### src/rtl/multicycle_controller.sv
// Main control FSM for the multi-cycle core: sequences the shared ALU/memory datapath.
// Optional retired-instruction counter compiled in with `define MCYC_PERF_CNT_EN.
module multicycle_controller #(
    parameter int CNT_W = 32
) (
    input  logic             clk,
    input  logic             reset,
    input  logic [5:0]       Opcode,
    input  logic             Zero,
    input  logic             MemReady,
    output logic             IorD,
    output logic             MemRead,
    output logic             MemWrite,
    output logic             IRWrite,
    output logic             RegDst,
    output logic             MemtoReg,
    output logic             RegWrite,
    output logic             ALUSrcA,
    output logic [1:0]       ALUSrcB,
    output logic [1:0]       ALUOp,
    output logic [1:0]       PCSrc,
    output logic             PCEn,
    output logic             IllegalOp,
    output logic [3:0]       State,
    output logic [CNT_W-1:0] InstrCount
);

    localparam logic [3:0] S_FETCH  = 4'd0;
    localparam logic [3:0] S_DECODE = 4'd1;
    localparam logic [3:0] S_MEMADR = 4'd2;
    localparam logic [3:0] S_MEMRD  = 4'd3;
    localparam logic [3:0] S_MEMWB  = 4'd4;
    localparam logic [3:0] S_MEMWR  = 4'd5;
    localparam logic [3:0] S_EXEC   = 4'd6;
    localparam logic [3:0] S_ALUWB  = 4'd7;
    localparam logic [3:0] S_BRANCH = 4'd8;
    localparam logic [3:0] S_ADDIEX = 4'd9;
    localparam logic [3:0] S_ADDIWB = 4'd10;
    localparam logic [3:0] S_JUMP   = 4'd11;

    localparam logic [5:0] OP_RTYPE = 6'b000000;
    localparam logic [5:0] OP_LW    = 6'b100011;
    localparam logic [5:0] OP_SW    = 6'b101011;
    localparam logic [5:0] OP_BEQ   = 6'b000100;
    localparam logic [5:0] OP_ADDI  = 6'b001000;
    localparam logic [5:0] OP_J     = 6'b000010;

    logic [3:0] state_q, state_d;
    logic       illegal;

    always_ff @(posedge clk) begin
        if (reset) state_q <= S_FETCH;
        else       state_q <= state_d;
    end

    always_comb begin
        state_d = S_FETCH;
        illegal = 1'b0;
        case (state_q)
            S_FETCH:  state_d = MemReady ? S_DECODE : S_FETCH;
            S_DECODE: begin
                case (Opcode)
                    OP_RTYPE:     state_d = S_EXEC;
                    OP_LW, OP_SW: state_d = S_MEMADR;
                    OP_BEQ:       state_d = S_BRANCH;
                    OP_ADDI:      state_d = S_ADDIEX;
                    OP_J:         state_d = S_JUMP;
                    default: begin
                        state_d = S_FETCH;
                        illegal = 1'b1;
                    end
                endcase
            end
            // Opcode is held by the IR, so it still selects load vs store here
            S_MEMADR: state_d = (Opcode == OP_SW) ? S_MEMWR :
                                (Opcode == OP_LW) ? S_MEMRD : S_FETCH;
            S_MEMRD:  state_d = MemReady ? S_MEMWB : S_MEMRD;
            S_MEMWR:  state_d = MemReady ? S_FETCH : S_MEMWR;
            S_EXEC:   state_d = S_ALUWB;
            S_ADDIEX: state_d = S_ADDIWB;
            default:  state_d = S_FETCH;
        endcase
    end

    always_comb begin
        IorD      = 1'b0;
        MemRead   = 1'b0;
        MemWrite  = 1'b0;
        IRWrite   = 1'b0;
        RegDst    = 1'b0;
        MemtoReg  = 1'b0;
        RegWrite  = 1'b0;
        ALUSrcA   = 1'b0;
        ALUSrcB   = 2'b00;
        ALUOp     = 2'b00;
        PCSrc     = 2'b00;
        PCEn      = 1'b0;
        IllegalOp = 1'b0;
        if (!reset) begin
            case (state_q)
                S_FETCH: begin
                    MemRead = 1'b1;
                    ALUSrcB = 2'b01;
                    IRWrite = MemReady;
                    PCEn    = MemReady;
                end
                S_DECODE: begin
                    ALUSrcB   = 2'b11;
                    IllegalOp = illegal;
                end
                S_MEMADR, S_ADDIEX: begin
                    ALUSrcA = 1'b1;
                    ALUSrcB = 2'b10;
                end
                S_MEMRD: begin
                    IorD    = 1'b1;
                    MemRead = 1'b1;
                end
                S_MEMWB: begin
                    MemtoReg = 1'b1;
                    RegWrite = 1'b1;
                end
                S_MEMWR: begin
                    IorD     = 1'b1;
                    MemWrite = 1'b1;
                end
                S_EXEC: begin
                    ALUSrcA = 1'b1;
                    ALUOp   = 2'b10;
                end
                S_ALUWB: begin
                    RegDst   = 1'b1;
                    RegWrite = 1'b1;
                end
                S_BRANCH: begin
                    ALUSrcA = 1'b1;
                    ALUOp   = 2'b01;
                    PCSrc   = 2'b01;
                    PCEn    = Zero;
                end
                S_ADDIWB: RegWrite = 1'b1;
                S_JUMP: begin
                    PCSrc = 2'b10;
                    PCEn  = 1'b1;
                end
                default: ;
            endcase
        end
    end

    assign State = reset ? S_FETCH : state_q;

`ifdef MCYC_PERF_CNT_EN
    logic [CNT_W-1:0] cnt_q;
    logic             retire;

    // Illegal-opcode returns come from DECODE and are deliberately not counted
    assign retire = (state_d == S_FETCH) &&
                    (state_q inside {S_MEMWB, S_MEMWR, S_ALUWB, S_BRANCH, S_ADDIWB, S_JUMP});

    always_ff @(posedge clk) begin
        if (reset)       cnt_q <= '0;
        else if (retire) cnt_q <= cnt_q + CNT_W'(1);
    end

    assign InstrCount = reset ? '0 : cnt_q;
`else
    assign InstrCount = '0;
`endif

endmodule

### config.mk
export PLATFORM = sky130hd
export DESIGN_NAME = multicycle_controller
export DESIGN_NICKNAME = d
export VERILOG_FILES = /design/src/rtl/multicycle_controller.sv
export SDC_FILE = /design/constraint.sdc
export NUM_CORES = 1
export LEC_CHECK = 0
export CAP_MARGIN = 0
export CORE_ASPECT_RATIO = 1.2
export CORE_UTILIZATION = 30
export CTS_BUF_LIST = sky130_fd_sc_hd__clkbuf_4 sky130_fd_sc_hd__clkbuf_8
export CTS_CLUSTER_DIAMETER = 30
export CTS_CLUSTER_SIZE = 14
export DETAILED_ROUTE_END_ITERATION = 6
export PLACE_DENSITY = 0.79
export SETUP_SLACK_MARGIN = 0.05
export SLEW_MARGIN = 20
export SYNTH_ARGS = -nofsm -noshare
export SYNTH_HDL_FRONTEND = slang
export SYNTH_SLANG_ARGS = --single-unit
### constraint.sdc
create_clock -name clk -period 3.2 [get_ports clk]
set_input_delay 0.64 -clock clk [delete_from_list [all_inputs] [get_ports clk]]
set_output_delay 0.64 -clock clk [all_outputs]
set_load 0.005 [all_outputs]
==> results of run 1 <==
layout make-up:
class,count,area (um2),share of cell area [%]
clock buffers,3,22.5,2.04
inverters,5,18.8,1.70
multi-input cells,107,627,56.7
flip-flops and latches,4,80.1,7.24
well taps,34,42.5,3.85
repair buffers,32,315,28.5
layout by cell type, fill, tap and decap left out, types with 2 or more instances in the layout:
| cell type | instances |
|---|---|
| sky130_fd_sc_hd__a21oi_1 | 4 |
| sky130_fd_sc_hd__a31oi_1 | 4 |
| sky130_fd_sc_hd__buf_4 | 3 |
| sky130_fd_sc_hd__clkbuf_4 | 3 |
| sky130_fd_sc_hd__clkdlybuf4s50_1 | 28 |
| sky130_fd_sc_hd__conb_1 | 32 |
| sky130_fd_sc_hd__dfxtp_1 | 4 |
| sky130_fd_sc_hd__inv_1 | 5 |
| sky130_fd_sc_hd__nand2_1 | 8 |
| sky130_fd_sc_hd__nand2b_1 | 2 |
| sky130_fd_sc_hd__nand3_1 | 3 |
| sky130_fd_sc_hd__nor2_1 | 9 |
| sky130_fd_sc_hd__nor3_1 | 10 |
| sky130_fd_sc_hd__nor4_1 | 4 |
| sky130_fd_sc_hd__o21ai_0 | 2 |
| sky130_fd_sc_hd__xnor2_1 | 2 |
| sky130_fd_sc_hd__xor2_1 | 2 |
synth_stat cells (2+ instances only):
cell type / n
sky130_fd_sc_hd__a21oi_1: 4
sky130_fd_sc_hd__a31oi_1: 4
sky130_fd_sc_hd__buf_2: 4
sky130_fd_sc_hd__buf_4: 33
sky130_fd_sc_hd__buf_6: 2
sky130_fd_sc_hd__dfxtp_1: 4
sky130_fd_sc_hd__inv_1: 5
sky130_fd_sc_hd__nand2_1: 8
sky130_fd_sc_hd__nand2b_1: 2
sky130_fd_sc_hd__nand3_1: 3
sky130_fd_sc_hd__nor2_1: 9
sky130_fd_sc_hd__nor3_1: 11
sky130_fd_sc_hd__nor4_1: 4
sky130_fd_sc_hd__o21ai_0: 2
sky130_fd_sc_hd__xnor2_1: 2
sky130_fd_sc_hd__xor2_1: 2
timing repair:
item	CTS	global route
endpoints found under the setup margin	0	1
setup buffers	0	0
hold endpoints to repair	0	0
resized for setup	0	2
per-layer routing:
metal | global-route usage (%) | routed length, um | vias to the layer above
met2 | 21.6 | 951 | 48
met5 | 0 | 0 | -
met4 | 9.27 | 34 | 0
met1 | 15.0 | 818 | 390
met3 | 2.19 | 156 | 4
li1 | - | - | 426
worst max-delay path, cell delays in order:
cell and delay [ps]:
sky130_fd_sc_hd__clkdlybuf4s50_1 480, sky130_fd_sc_hd__xor2_1 170, sky130_fd_sc_hd__o211ai_1 280, sky130_fd_sc_hd__nand3_1 140, sky130_fd_sc_hd__nor3_2 140, sky130_fd_sc_hd__clkdlybuf4s50_1 530
stage by stage:
step,power (mW),utilization (%),area (um2),hold WS [ps]
5_1_grt,0.212,39.3,1110,821
3_3_place_gp,0.131,38.3,1080,761
3_5_place_dp,0.131,38.3,1080,776
6_report,0.200,39.3,1110,791
4_1_cts,0.197,39.1,1100,784
2_1_floorplan,0.127,-,1010,588
worst paths after layout:
kind / slack, ps / to / startpoint
hold reg to reg: 790 / state_q[1] / state_q[1]
setup / recovery: 160 / IllegalOp / Opcode[2]
setup reg to reg: 1520 / state_q[2] / state_q[2]
hold / removal: 790 / state_q[1] / state_q[1]
cells by family after synthesis:
| logic type | synth area share, % |
|---|---|
| other | 0.417 |
| multiplexers | 1.11 |
| AND/OR/NAND/NOR | 32.3 |
| XOR/XNOR | 3.90 |
| buffers and inverters | 34.8 |
| flip-flops | 8.91 |
| AO/OA/AOI/OAI | 18.5 |
report_power, final:
part,internal [mW],total [mW],switching (mW)
sequential,0.0516,0.0581,0.00651
clock,0.0423,0.0678,0.0255
combinational,0.0357,0.0738,0.0381
==> results_dict.tcl, run 1 <==
set metrics [dict create \
    cts.sinks 4 \
    slew_headroom_pct 56.1 \
    postSynth.topFlopCell "sky130_fd_sc_hd__dfxtp_1" \
    critPathKind "input pin to primary output" \
    globalRouteTotalUtil_pct 12.9 \
    result_of_the_run "completed" \
    setup_slack_ps 163 \
    postRouteAntennaNets 0 \
    tritoncts_clock_tree "built" \
    irDropWorstVdd_mv 0.0957 \
    grt_first_pass_wirelength_um 3060 \
    synth.yosys.warnings 0 \
    synth-edff-count 0 \
    drt-wirelength-per-cell_um 10.6 \
    synth_cell_types 42 \
    layout.filler_cells 301 \
    total_cts_buffers 3 \
    fin_nets 163 \
    grt_overflow_total 0 \
    cts_hold_buffers 0 \
    floorplan.die_area_mm2 0.00322 \
    postSynthAreaPerCell_um2 7.19 \
    syn_inst 125 \
    area_delta_synth_final_pct 23.1 \
    root_buffer "sky130_fd_sc_hd__clkbuf_4" \
    initialDrtViolationCount 23 \
    synth.yosys.seq_area_share_pct 8.91 \
    cp_launch_type "input pin" \
    floorplan.initialDensity_pct 32.0 \
    required_ps 2560 \
    max_flop_register "state_q" \
    end_kind "primary output" \
    grt_setup_unrepaired "no" \
    grt_pass1_vias 672 \
    netlist_area_um2 898 \
    final.period_utilization_pct 94.9 \
    die_x_um 52.0 \
    synthesis_stage_register_bit_count 4 \
    worst_margin_pin_slew_ps 658 \
    pwr_density_cell_mw_per_mm2 180 \
    timing.critical_path.arrival_ps 2400 \
    final_layout_size_suffix_gt1_share_pct 11.3 \
    clock-skew-final_ps 5.14 \
    timing_hold_violations_final 0 \
    antenna_violations_before_repair 0 \
    post-place-ws_ps 124 \
    final_min_period_ps 3040 \
    ff2ff_path_depth 4 \
    highest_net_fanout_along_the_worst_path 3 \
    finalWirelength_um 1960 \
    largest_net_degree_at_the_start_of_global_routing 19 \
    layout.cells.non_filler 185 \
    largest_register_ff_count 4 \
    htree_levels 1 \
    yosysTopAreaCell "sky130_fd_sc_hd__buf_4" \
    clk-insertion-delay-late_ps 250 \
    drt-pass1-iter-count 4 \
    post-place-cells 182 \
    total_negative_slack_ps 0 \
    via_per_inst 4.69 \
    clk_pin_slew_ps 40 \
    hold_depth 3 \
    drc 0 \
    setup_viol 0 \
    io-pin-count 62 \
    largest_cells_by_area_after_synthesis "sky130_fd_sc_hd__buf_4 (28%), sky130_fd_sc_hd__dfxtp_1 (8.9%), sky130_fd_sc_hd__nor3_1 (6.1%)" \
    cap_viol_max_count 0 \
    number_of_i_o_port_buffers 29 \
    p_leak_nw 0.425 \
    max_freq_mhz 329 \
    max_buffers_root_to_sink 2 \
    detailed_place_hpwl_um 1500 \
    largestRegisters "state_q: 4 flops" \
    slew_violations 0 \
    core-area_mm2 0.00281 \
    vertical_die_dimension_um 61.9 \
    rows 21 \
    hold_path.class "register to register" \
    num_vias 868 \
    antenna_diode_count 0 \
    synthArstFlopShare_pct 0 \
    gp_congestion 0.757 \
    synth_largest_type_area_fraction_pct 27.6 \
]
(Power assumes the default switching activity.)
==> run 2: changes to the inputs <==
- CORE_ASPECT_RATIO: 1.2 -> not set
==> run 2 against run 1 <==
The run now ends with design-rule violations left. Final cell count fell by 2.2%. Sequential share of layout area rose by 0.11 points. Combinational power fell by 1%. Critical endpoint unchanged. Largest power group unchanged. Highest routed layer unchanged.
==> results_dict.tcl, run 2 (synthesis results as in run 1) <==
set metrics [dict create \
    result_of_the_run "finished, violations left" \
    failed_checks "design-rule violations" \
    final_min_period_ps 2950 \
    largestRegisters "state_q: 4 flops" \
    hold_depth 2 \
    clk_pin_slew_ps 40 \
    clockPowerShare_pct 33.1 \
    max_flop_register "state_q" \
    grt_setup_unrepaired "no" \
    htree_levels 1 \
    max_freq_mhz 339 \
    drc 11 \
    tritoncts_clock_tree "built" \
    io-pin-count 62 \
    grt_util_met2_pct 18.2 \
    crit_path_cell_trace "clkdlybuf4s50_1, xor2_1, o211ai_1, nand3_1, nor3_1, clkdlybuf4s50_1" \
    clk-insertion-delay-late_ps 240 \
    cts.sinks 4 \
    comb_pwr_share_pct 37.1 \
    met1_usage_pct 17.0 \
    share_seq_of_total_power_pct 29.7 \
    antenna_violations_before_repair 0 \
    timing.critical_path.arrival_ps 2310 \
    fin_nets 162 \
    final.period_utilization_pct 92.2 \
    via_per_inst 4.67 \
    postRouteAntennaNets 0 \
    busiest_layer "met2" \
    floorplan.die_area_mm2 0.00322 \
    largest_net_degree_at_the_start_of_global_routing 19 \
    most_common_library_cell_in_the_layout_ignoring_fill_and_taps "sky130_fd_sc_hd__conb_1" \
    worst_margin_pin_slew_ps 655 \
    antenna_diode_count 0 \
    p_total_uw 196 \
    vertical_die_dimension_um 56.7 \
    initialDrtViolationCount 36 \
    finalWirelength_um 1970 \
    globalRouteTotalUtil_pct 12.6 \
    critPathKind "input pin to primary output" \
    grt_first_pass_wirelength_um 3150 \
    cpMostUsedCell "sky130_fd_sc_hd__clkdlybuf4s50_1" \
    detailed_place_hpwl_um 1470 \
    total_negative_slack_ps 0 \
    end_kind "primary output" \
    postLayoutCellArea_mm2 0.00109 \
    p_leak_nw 0.420 \
    number_of_i_o_port_buffers 29 \
    core-area_mm2 0.00281 \
    cts_hold_buffers 0 \
    rows 19 \
    required_ps 2560 \
    grt_pass1_vias 680 \
    num_vias 845 \
    die_x_um 56.7 \
    internal_power_of_the_cells_uw 128 \
    max_buffers_root_to_sink 2 \
    timing.critical_path.slowest_cell_delay_ps 540 \
    place_area_mm2 0.00106 \
    largest_register_ff_count 4 \
    clock-skew-final_ps 4.46 \
    irDropWorstVdd_mv 0.0812 \
    gp_congestion 0.769 \
    drt-wirelength-per-cell_um 10.9 \
    ff2ff_path_depth 4 \
    timing_hold_violations_final 0 \
    final_cell_mix "sky130_fd_sc_hd__conb_1 (32), sky130_fd_sc_hd__clkdlybuf4s50_1 (28), sky130_fd_sc_hd__nor3_1 (11), sky130_fd_sc_hd__nor2_1 (9), sky130_fd_sc_hd__nand2_1 (8)" \
    cts-resized-gates 0 \
    pwr_density_cell_mw_per_mm2 180 \
    floorplan.initialDensity_pct 32.0 \
    grt_overflow_total 0 \
    slew_violations 0 \
    final.hold.worst_slack_ps 755 \
    final_layout_size_suffix_gt1_share_pct 10.0 \
    setup_viol 0 \
    cp_launch_type "input pin" \
    setup_slack_ps 249 \
    post-place-ws_ps 150 \
    drt-pass1-iter-count 6 \
    post_cts_setup_buffer_count 0 \
    total_cts_buffers 3 \
    timing.critical_path.slowest_stage_cell "sky130_fd_sc_hd__clkdlybuf4s50_1" \
    highest_net_fanout_along_the_worst_path 3 \
    grt.met3_usage_pct 2.53 \
    root_buffer "sky130_fd_sc_hd__clkbuf_4" \
    p_sw_share_pct 34.4 \
    slew_headroom_pct 56.3 \
    switching_power_uw 67.4 \
    cap_viol_max_count 0 \
    hold_path.class "register to register" \
    area_delta_synth_final_pct 21.3 \
]
[run 2: final cells by class]
type | count | area [um2]
tap | 31 | 38.8
fill | 307 | 1720
sequential | 4 | 80.1
multi-input combinational | 107 | 622
clock buffer | 3 | 22.5
inverter | 5 | 18.8
timing repair buffer | 31 | 308
[run 2: final timing paths]
check                     to  slack, ps        from
setup / recovery   IllegalOp        250   Opcode[2]
hold / removal    state_q[0]        760  state_q[1]
setup reg to reg  state_q[2]       1530  state_q[2]
hold reg to reg   state_q[0]        760  state_q[1]
[run 2: power groups by stage]
stage	registers (mW)	logic [mW]	clock network (mW)
finish	0.0582	0.0727	0.0648
global route	0.0587	0.0804	0.0706
CTS	0.0579	0.0720	0.0651
detailed placement	0.0587	0.0717	0
global placement	0.0586	0.0709	0
floorplan	0.0530	0.0735	0
[run 2: per-stage QoR]
stage               instances  utilization, %
floorplan                 156               -
global placement          178            38.0
detailed placement        178            38.0
CTS                       181            38.8
global route              181            38.8
finish                    181            38.8
[run 2: per-layer routing]
layer	up-vias	part of all wire, %
met5	-	0
met4	0	2.1
met3	4	6.6
met2	42	42
met1	374	50
li1	425	-
[run 2: critical path: cells and delay by family]
| family | cells | cell delay [ps] |
|---|---|---|
| buffers and inverters | 2 | 1020 |
| and+or+nand+nor | 2 | 260 |
| AOI/OAI and AO/OA | 1 | 230 |
| xor gates and xnor gates | 1 | 170 |
